[src/rtl/spdif_dit.sv]
// spdif_dit: S/PDIF (IEC 60958) transmitter producing B/M/W-preambled, biphase-mark subframes.
// Optional build macro SPDIF_DIT_HOLD_ON_UNDERRUN_EN: on underrun repeat the channel's last sample with V=0.
module spdif_dit #(
  parameter int MAX_CLK_PER_HALFBIT_LOG2 = 5
) (
  input  logic                                clk,
  input  logic                                rst,
  input  logic [MAX_CLK_PER_HALFBIT_LOG2-1:0] clk_per_halfbit,
  input  logic [23:0]                         data_i,
  input  logic                                valid_i,
  output logic                                ready_o,
  input  logic [191:0]                        udata_i,
  input  logic [191:0]                        cdata_i,
  output logic                                signal_o,
  output logic                                lrck_o,
  output logic                                block_start_o
);
  localparam int N = MAX_CLK_PER_HALFBIT_LOG2;
  localparam logic [7:0] PRE_B = 8'b00010111;
  localparam logic [7:0] PRE_M = 8'b00011101;
  localparam logic [7:0] PRE_W = 8'b00011011;

  logic [N-1:0]   r_cnt;
  logic [N-1:0]   r_cph;
  logic [5:0]     r_hb;
  logic [7:0]     r_frame;
  logic           r_right;
  logic [7:0]     r_pre_lv;
  logic [27:0]    r_sf;
  logic [23:0]    r_hold;
  logic [191:0]   r_udata;
  logic [191:0]   r_cdata;
`ifdef SPDIF_DIT_HOLD_ON_UNDERRUN_EN
  logic [23:0]    r_last_l;
  logic [23:0]    r_last_r;
`endif

  logic [N-1:0]   w_cph;
  logic           w_tick;
  logic           w_load;
  logic           w_xfer;
  logic           w_blk;
  logic [7:0]     w_pre;
  logic [7:0]     w_pre_lv;
  logic [7:0]     w_uidx;
  logic           w_u;
  logic           w_c;
  logic           w_v;
  logic [23:0]    w_aud;
  logic [4:0]     w_slot;
  logic [27:0]    w_word;

  // Halfbit timing, preamble selection and next-subframe word assembly.
  always_comb begin
    // The halfbit length is taken from the input only on the first clk of each halfbit.
    w_cph    = (r_cnt == '0) ? clk_per_halfbit : r_cph;
    w_tick   = (w_cph >= N'(2)) && (r_cnt == w_cph - N'(1));
    w_load   = w_tick && (r_hb == 6'd0);
    w_xfer   = valid_i && ready_o;
    w_blk    = !r_right && (r_frame == 8'd0);
    if (r_right) begin
      w_pre = PRE_W;
    end else if (w_blk) begin
      w_pre = PRE_B;
    end else begin
      w_pre = PRE_M;
    end
    w_pre_lv = signal_o ? w_pre : ~w_pre;
    w_uidx   = 8'd191 - r_frame;
    if (w_blk) begin
      w_u = udata_i[w_uidx];
      w_c = cdata_i[w_uidx];
    end else begin
      w_u = r_udata[w_uidx];
      w_c = r_cdata[w_uidx];
    end
    if (!ready_o) begin
      w_aud = r_hold;
      w_v   = 1'b0;
    end else begin
`ifdef SPDIF_DIT_HOLD_ON_UNDERRUN_EN
      w_aud = r_right ? r_last_r : r_last_l;
      w_v   = 1'b0;
`else
      w_aud = 24'd0;
      w_v   = 1'b1;
`endif
    end
    w_word = {^{w_c, w_u, w_v, w_aud}, w_c, w_u, w_v, w_aud};
    w_slot = r_hb[5:1] - 5'd4;
  end

  // Halfbit timer; a length below 2 parks it at zero so the input is re-sampled each clk.
  always_ff @(posedge clk or negedge rst) begin
    if (!rst) begin
      r_cnt <= '0;
      r_cph <= '0;
    end else begin
      r_cph <= w_cph;
      if (w_tick) begin
        r_cnt <= '0;
      end else if (w_cph >= N'(2)) begin
        r_cnt <= r_cnt + N'(1);
      end else begin
        r_cnt <= r_cnt;
      end
    end
  end

  // Subframe sequencer and BMC line driver.
  always_ff @(posedge clk or negedge rst) begin
    if (!rst) begin
      signal_o      <= 1'b0;
      lrck_o        <= 1'b0;
      block_start_o <= 1'b0;
      r_hb          <= 6'd0;
      r_frame       <= 8'd0;
      r_right       <= 1'b0;
      r_pre_lv      <= 8'd0;
      r_sf          <= 28'd0;
      r_udata       <= 192'd0;
      r_cdata       <= 192'd0;
`ifdef SPDIF_DIT_HOLD_ON_UNDERRUN_EN
      r_last_l      <= 24'd0;
      r_last_r      <= 24'd0;
`endif
    end else begin
      block_start_o <= 1'b0;
      if (w_tick) begin
        r_hb <= r_hb + 6'd1;
        if (w_load) begin
          signal_o      <= w_pre_lv[7];
          r_pre_lv      <= w_pre_lv;
          r_sf          <= w_word;
          lrck_o        <= r_right;
          block_start_o <= w_blk;
          r_right       <= ~r_right;
          if (w_blk) begin
            r_udata <= udata_i;
            r_cdata <= cdata_i;
          end
          if (r_right) begin
            r_frame <= (r_frame == 8'd191) ? 8'd0 : r_frame + 8'd1;
          end
`ifdef SPDIF_DIT_HOLD_ON_UNDERRUN_EN
          if (r_right) begin
            r_last_r <= w_aud;
          end else begin
            r_last_l <= w_aud;
          end
`endif
        end else if (r_hb < 6'd8) begin
          signal_o <= r_pre_lv[3'd7 - r_hb[2:0]];
        end else if (!r_hb[0]) begin
          signal_o <= ~signal_o;
        end else begin
          signal_o <= signal_o ^ r_sf[w_slot];
        end
      end
    end
  end

  // Holding register handshake; a word accepted on a load clk waits for the next subframe.
  always_ff @(posedge clk or negedge rst) begin
    if (!rst) begin
      ready_o <= 1'b1;
      r_hold  <= 24'd0;
    end else begin
      if (w_xfer) begin
        r_hold <= data_i;
      end
      if (w_load) begin
        ready_o <= !w_xfer;
      end else if (w_xfer) begin
        ready_o <= 1'b0;
      end
    end
  end
endmodule
[config.mk]
export PLATFORM = sky130hd
export DESIGN_NAME = spdif_dit
export DESIGN_NICKNAME = d
export VERILOG_FILES = /design/src/rtl/spdif_dit.sv
export SDC_FILE = /design/constraint.sdc
export NUM_CORES = 1
export LEC_CHECK = 0
export BUFFER_PORTS_ARGS = -buffer_cell sky130_fd_sc_hd__buf_2
export CORE_MARGIN = 5
export CORE_UTILIZATION = 34
export CTS_CLUSTER_DIAMETER = 200
export DETAILED_ROUTE_END_ITERATION = 10
export HOLD_SLACK_MARGIN = 0.08
export PLACE_DENSITY_LB_ADDON = 0.3
export SETUP_SLACK_MARGIN = 0.5
export SKIP_LAST_GASP = 1
export SLEW_MARGIN = 5
export SYNTH_ARGS = -nofsm -noshare
export SYNTH_HDL_FRONTEND = slang
export SYNTH_SLANG_ARGS = --single-unit
[constraint.sdc]
create_clock -name clk -period 11.7 [get_ports clk]
set_input_delay 0.585 -clock clk [delete_from_list [all_inputs] [get_ports clk]]
set_output_delay 0.585 -clock clk [all_outputs]
set_load 0.02 [all_outputs]
## Yosys cells after proc, flatten, opt, wreduce, memory -nomap -nowiden

Cells that the tools add are included.

- Bits in registers: 473
- Word-level logic and storage cells: 77
- Input port bits: 416
- Output and inout bits: 4

- Multiplexer cells: 30
- Reductions and logical operators: 15
- $lt $le $gt $ge: 5
- Bitwise logic cells: 4
- $add $sub $neg: 7
- Equal/unequal tests: 2

Operators by type and width:

| operator | number |
|---|---|
| $bmux 1 s8 | 4 |
| $reduce_xor 27->1 | 1 |
| $mux 24 | 1 |
| $mux 8 | 3 |
| $mux 1 | 16 |
| $mux 5 | 3 |
| $lt 8x9->1 const B | 1 |
| $add 8x1->8 const B | 1 |
| $eq 8x8->1 const B | 1 |
| $logic_not 8->1 | 1 |
| $not 8->8 | 1 |
| $sub 8x8->8 const A | 1 |
| $add 6x1->6 const B | 1 |
| $logic_not 6->1 | 1 |
| $lt 5x6->1 const B | 1 |
| $lt 6x4->1 const B | 1 |
| $reduce_and 3->1 | 2 |
| $add 5x1->5 const B | 1 |
| $bmux 1 s5 | 1 |
| $eq 5x5->1 | 1 |
| $ge 5x2->1 const B | 1 |
| $logic_not 5->1 | 1 |
| $sub 5x1->5 const B | 1 |
| $sub 5x3->5 const B | 1 |
| other kinds (10) | 16 |

## Logic depth before layout (Yosys ltp)

Gate-level depths: netlist (run 1).

- Word-level depth: 8
- Gate-level depth with buffers: 16
- Depth with buffers taken out: 13

## Worst setup path before layout (run 1)

Ideal clock, no wire load.

- Kind: flip-flop to flip-flop
- From: register r_cnt[0]
- To: register r_cdata[106]
- Slack: 8.028 ns
- Period minus slack after synthesis: 3.672 ns
- Data required time: 11.573 ns
- Library setup time: 0.127 ns
- Buffers on the path: 3
- Data arrival time: 3.544 ns
- Cell stages (with the launch flop): 16
- Path through: dfrtp_1 > inv_1 > ha_1 > nor4b_4 > mux2i_1 > ha_1 > xnor2_1 > xnor2_1 > nand3_1 > nor4_4 > nand4b_4 > nor2b_1 > buf_4 > buf_8 > buf_6 > mux2_1

- Longest elaborated chain between the ends: 7
- Elaborated cells between the ends (all ways): 8
- Classes of those cells: add/sub: 1; order compare: 1; eq/ne: 1; mux: 1; reduce/logical: 4

RTL lines:

| item | line | text |
|---|---|---|
| start, declared | 23 | `logic [N-1:0] r_cnt;` |
| start signal, assigned | 103 | `r_cnt <= r_cnt + N'(1);` |
| start signal, assigned | 105 | `r_cnt <= r_cnt;` |
| $logic_not 5->1 | 56 | `w_cph = (r_cnt == '0) ? clk_per_halfbit : r_cph;` |
| $mux 5 | 56 |  |
| $sub 5x1->5 | 57 | `w_tick = (w_cph >= N'(2)) && (r_cnt == w_cph - N'(1));` |
| $eq 5x5->1 | 57 |  |
| $logic_and 1x1->1 (*) | 57 |  |
| $logic_and 1x1->1 | 58 | `w_load = w_tick && (r_hb == 6'd0);` |
| $reduce_and 3->1 (no source line) (*) | - |  |
| end signal, assigned | 140 | `r_cdata <= cdata_i;` |
| end, declared | 32 | `logic [191:0] r_cdata;` |

Mark *: on every way between the ends. The rest lies on a longest branch, timed or not.
A chain may end at the register's enable or synchronous reset.

## Worst setup path after layout (run 1)

- From: register r_cnt[0]
- To: register r_udata[127]

- Longest elaborated chain between the ends: 7
- Elaborated cells between the ends (all ways): 8
- Classes of those cells: add/sub: 1; order compare: 1; eq/ne: 1; mux: 1; reduce/logical: 4

RTL lines:

| item | line | text |
|---|---|---|
| $logic_not 5->1 | 56 |  |
| $mux 5 | 56 |  |
| $sub 5x1->5 | 57 |  |
| $eq 5x5->1 | 57 |  |
| $logic_and 1x1->1 (*) | 57 |  |
| $logic_and 1x1->1 | 58 |  |
| $reduce_and 3->1 (no source line) (*) | - |  |
| end signal, assigned | 139 | `r_udata <= udata_i;` |
| end, declared | 31 | `logic [191:0] r_udata;` |

Marked as above.

==> impl_metrics.json, run 1 <==
{
  "dp_hpwl_um": 50780,
  "mostFrequentLayoutCells": "dfrtp_1 (465), buf_2 (418), mux2_1 (347)",
  "post-cts-setup-buffers": 0,
  "placement.cell_area_um2": 26510,
  "cts_sinks": 470,
  "portBuffers": 419,
  "slew_viol_final": 0,
  "cp_max_fo": 83,
  "syn-instance-count": 1652,
  "synth_edf_count": 0,
  "seq_area_frac_synth_pct": 49.24,
  "cts.path.max_buffers": 3,
  "regArea_um2": 11780,
  "drive_gt1_share_pct": 36.59,
  "final_common_cell": "dfrtp_1",
  "dieArea_um2": 75660,
  "ctsResizeCount": 0,
  "nets": 2458,
  "setup_tns_ns": 0,
  "area_growth_pct": 19.27,
  "avgSynthCellArea_um2": 14.46,
  "final_antenna_net_count": 0,
  "die_x_um": 275.1,
  "grt_use_total_pct": 18.41,
  "worstPathArrival_ns": 6.28,
  "finalPower_mw": 3.967,
  "drc": 0,
  "grt_pass1_vias": 17280,
  "syn-num-nets": 2080,
  "clk_pin_slew_ns": 0.06,
  "vdd_ir_drop_max_mv": 0.1014,
  "core_area_um2": 69910,
  "initial_utilization_pct": 34.17,
  "setup_violations": 0,
  "synthesis.area_um2": 23890,
  "slew_headroom_pct": 24.25,
  "fin_worst_skew_ns": 0.03003,
  "hold_depth": 2,
  "cp.required_ns": 12.19,
  "maxCapViolCount": 0,
  "synthDistinctLibCells": 63,
  "ys_ff_latch": 470,
  "power.leakage_nw": 13.77,
  "post_drt_wl_per_cell_um": 23.31,
  "finalCritPeriodShare_pct": 49.50,
  "vias_per_cell": 5.143,
  "numCtsBuffers": 56,
  "final_cell_area_um2": 28490,
  "grt_max_degree": 167,
  "rows": 97,
  "vias": 15630,
  "die_h_um": 275.1,
  "gp_congestion": 0.7881,
  "hold_viol_final": 0,
  "post-route-min-period_ns": 5.792,
  "pwr_density_cell_nw_per_um2": 139.3,
  "drt_wl_total_um": 70870,
  "fill_cells": 6627,
  "grt_pass1_wl_um": 106600,
  "worstSetupPathType": "flop to flop",
  "insertion_delay_ns": 0.63,
  "async_flop_share_pct": 100.0,
  "yosysWarningCount": 0,
  "fin_hold_ws_ns": 0.1705,
  "drtIter0Drc": 747,
  "synth_flop_cell": "dfrtp_1",
  "status": "finished clean",
  "root_buffer": "clkbuf_16",
  "cts-hold-fix-buffers": 1,
  "worstMarginPinSlew_ns": 1.131,
  "cts-htree-levels": 2,
  "r2r_cells": 15,
  "worstSetupEndpointType": "flop",
  "hp-class": "primary input to flop",
  "ios": 420,
  "overflow": 0,
  "multiInputGateArea_um2": 11200,
  "drtPass1Iterations": 5,
  "fin_util_pct": 40.75,
  "startpoint_type": "flop",
  "max_freq_mhz": 172.7,
  "rsz0062_at_grt": "no",
  "cts_tree": "yes",
  "antenna_found_initial": 41
}
power by group:
part | internal, mW | total [mW] | switching [mW]
clock network | 1.07 | 1.79 | 0.723
registers | 1.67 | 1.73 | 0.0669
logic | 0.206 | 0.440 | 0.234
total | 2.94 | 3.97 | 1.02
synth_stat cells, drive strengths merged (12+ instances only):
library cell	number	area (um^2)
a211oi	14	105.1
a21oi	15	75.07
buf	77	704.4
clkbuf	44	165.2
dfrtp	469	11740
ha	12	150.1
inv	19	71.31
mux2	418	4707
mux2i	75	750.7
mux4	140	3153
nand2	71	266.5
nand2b	28	175.2
nand3	14	70.07
nor2	28	105.1
nor2b	16	100.1
o21ai	60	300.3
xnor2	36	315.3
worst paths after layout:
kind,start,endpoint,slack (ns)
min in group asynchronous,rst,r_udata[84],0.63
max in group asynchronous,rst,r_frame[3],8.49
setup reg to reg,r_cnt[0],r_udata[127],5.91
hold reg to reg,r_sf[22],r_sf[22],0.48
setup / recovery,r_cnt[0],r_udata[127],5.91
hold / removal,cdata_i[92],r_cdata[92],0.17
routing by layer:
metal	share of wire (%)	routed length [um]	global-route usage [%]
met3	7.0	4947	5.259
met5	0.28	198	0
met1	41	29340	23.85
met2	49	34920	30.66
met4	2.1	1456	4.557
area by class of cell:
type / instances / share of cell area [%]
Inverter: 19 / 0.2503
Sequential cell: 470 / 41.33
Timing Repair Buffer: 441 / 8.072
Clock buffer: 81 / 5.670
Tap cell: 940 / 4.128
Antenna cell: 23 / 0.2020
Multi-Input combinational cell: 1042 / 39.31
Clock inverter: 24 / 1.036
stage by stage:
stage	setup WS, ns	std cells
2_1_floorplan	8.028	1652
3_3_place_gp	6.067	2911
3_5_place_dp	5.877	2911
4_1_cts	5.850	3017
5_1_grt	5.437	3030
6_report	5.908	3040
registers in the layout, summed over array words and instances, names as in the netlist:
name	cells
r_sf	28
block_start_o	1
r_cph	5
r_hb	6
lrck_o	1
r_pre_lv	5
r_cdata	192
r_cnt	5
r_udata	192
r_frame	8
r_hold	24
r_right	1
ready_o	1
signal_o	1
kinds of logic after synthesis:
kind of cell	count (synthesis)	share of synthesized area (%)
AO/OA/AOI/OAI	161	4.363
buffers and inverters	140	3.939
flip-flops	470	49.24
adder cells (fa/ha/maj)	12	0.6286
XOR/XNOR	44	1.671
multiplexers	633	36.05
AND/OR/NAND/NOR	192	4.107
worst max-delay path, cell delays in order, from the launching register on:
cell and delay [ns]:
dfrtp_1 0.45, inv_1 0.08, ha_1 0.15, nor4b_4 0.40, mux2i_1 0.52, ha_1 0.27, xnor2_1 0.14, xnor2_1 0.15
nand3_1 0.15, nor4_4 0.44, nand4b_4 0.13, buf_4 0.34, nor2b_4 0.18, buf_4 0.75, buf_4 0.96, mux2_2 0.42
(Power assumes the default switching activity.)
==> run 2: changes to the inputs <==
clock period = 5.3 ns   (was 11.7 ns; I/O delays follow)
==> run 2 against run 1 <==
Net effect:
- clock power is 120% higher
- critical path type unchanged
- via count is 11% higher
- setup slack worse by 5.1 ns
==> impl_metrics.json, run 2 (synthesized netlist as in run 1, its figures left out) <==
{
  "pwr_density_cell_nw_per_um2": 273.9,
  "cp_max_fo": 40,
  "cts.path.max_buffers": 3,
  "nets": 2881,
  "grt_pass1_wl_um": 117700,
  "clk_pin_slew_ns": 0.06,
  "worstSetupPathType": "flop to flop",
  "power.leakage_nw": 15.55,
  "insertion_delay_ns": 0.63,
  "p_sw_share_pct": 25.76,
  "worstPathArrival_ns": 4.95,
  "drtIter0Drc": 1000,
  "area_growth_pct": 37.20,
  "cts_sinks": 470,
  "fin_hold_ws_ns": 0.2915,
  "grt_pass1_vias": 19520,
  "rsz0062_at_grt": "no",
  "final_common_cell": "dfrtp_1",
  "vias": 17430,
  "initial_utilization_pct": 34.17,
  "startpoint_type": "flop",
  "cts-htree-levels": 2,
  "drc": 0,
  "die_x_um": 275.1,
  "root_buffer": "clkbuf_16",
  "cts_tree": "yes",
  "dp_hpwl_um": 52020,
  "hp-class": "primary input to asynchronous set/reset pin",
  "vias_per_cell": 5.045,
  "finalPower_mw": 8.976,
  "portBuffers": 419,
  "intPower_mw": 6.664,
  "pwr-share-clk_pct": 43.6,
  "p_switching_mw": 2.312,
  "die_h_um": 275.1,
  "crit_path_top_delay_cell": "dfrtp_4",
  "rows": 97,
  "max_freq_mhz": 224.8,
  "slew_viol_final": 0,
  "slew_headroom_pct": 22.91,
  "hold_viol_final": 0,
  "crit_chain": "buf_12, buf_12, mux4_2, mux2i_1, o22ai_1, a211oi_1, o311ai_1, a32oi_1, xnor3_1, mux2_2",
  "setup_violations": 0,
  "drtPass1Iterations": 5,
  "core_area_um2": 69910,
  "numCtsBuffers": 56,
  "ctsResizeCount": 0,
  "cp.required_ns": 5.80,
  "p_comb_share_pct": 13.8,
  "final_antenna_net_count": 0,
  "status": "finished clean",
  "post-route-min-period_ns": 4.449,
  "slowest_delay_ns": 0.69,
  "crit_top_cell": "buf_12",
  "vdd_ir_drop_max_mv": 0.2471,
  "reg_top3": "r_cdata: 192 flops, r_udata: 192 flops, r_sf: 28 flops",
  "dieArea_um2": 75660,
  "antenna_found_initial": 17,
  "mostFrequentLayoutCells": "dfrtp_1 (465), buf_2 (418), dlygate4sd3_1 (415)",
  "grt_use_total_pct": 20.12,
  "drt_wl_total_um": 76700,
  "maxCapViolCount": 0,
  "setup_tns_ns": 0,
  "overflow": 0,
  "seqPwrFrac_pct": 42.6,
  "grt_max_degree": 143,
  "post_drt_wl_per_cell_um": 22.20,
  "drive_gt1_share_pct": 30.57,
  "ios": 420,
  "fin_worst_skew_ns": 0.03077,
  "finalCritPeriodShare_pct": 83.94,
  "worstMarginPinSlew_ns": 1.150,
  "gp_congestion": 0.8067,
  "worstSetupEndpointType": "flop"
}
[run 2: cell count changes in the layout (fill, tap and decap cells not counted), sizes merged]
cell,delta
clkbuf,+1
diode,-7
clkinv,-2
buf,+9
dlygate4sd3,+414
[run 2: final timing paths]
| check | start | to | slack (ns) | cells past startpoint |
|---|---|---|---|---|
| setup / recovery | r_frame[0] | r_sf[27] | 0.85 | 10 |
| hold / removal | rst | r_cph[4] | 0.29 | 2 |
| min in group clk | valid_i | ready_o | 0.34 | 3 |
| hold reg to reg | r_sf[11] | r_sf[11] | 0.48 | 2 |
| max in group asynchronous | rst | r_udata[151] | 3.52 | 3 |
| setup reg to reg | r_frame[0] | r_sf[27] | 0.85 | 10 |
[run 2: per-stage QoR]
| step | worst slack [ns] | area (um^2) | cells | util [%] |
|---|---|---|---|---|
| 5_1_grt | 0.5629 | 32750 | 3447 | 46.85 |
| 2_1_floorplan | 1.628 | 23890 | 1652 | - |
| 3_3_place_gp | 0.7602 | 26680 | 2919 | 38.17 |
| 4_1_cts | 0.6792 | 32710 | 3438 | 46.79 |
| 3_5_place_dp | 0.7232 | 26680 | 2919 | 38.17 |
| 6_report | 0.8509 | 32770 | 3455 | 46.88 |
[run 2: critical path, delay by kind of cell, from the launching register on]
kind / cells / cell delay (ns)
AOI/OAI and AO/OA: 4 / 1.37
DFF: 1 / 0.69
xor gates and xnor gates: 1 / 0.41
muxes: 3 / 1.12
buffers and inverters: 2 / 0.66
[run 2: power by group through the flow]
stage / Combinational, mW / Sequential [mW] / Clock [mW]
2_1_floorplan: 0.606 / 3.82 / 0
3_3_place_gp: 0.968 / 3.88 / 0
3_5_place_dp: 0.978 / 3.89 / 0
4_1_cts: 1.24 / 3.83 / 4.05
5_1_grt: 1.36 / 3.84 / 4.18
6_report: 1.23 / 3.82 / 3.92
[run 2: per-layer routing]
layer,vias to the layer above,routed length (um),global-route usage (%)
li1,7801,-,-
met1,8985,32180,26.01
met2,482,38010,34.08
met3,155,3795,3.960
met4,8,2653,6.683
met5,-,55,0
[run 2: layout make-up]
class                   instances  area, um^2
inverters                      19       71.32
multi-input cells            1042       11200
flip-flops and latches        470       11780
clock buffers                  82        1589
well taps                     940        1176
clock inverters                22       286.5
fillers                      6201       37130
diodes                         16       40.04
repair buffers                864        6636
[run 2: repair_timing]
action / 4_1_cts / 5_1_grt
setup buffers: 0 / 1
setup endpoints to repair: 0 / 1
endpoints found under the hold margin: 528 / 0
hold buffers: 415 / 0
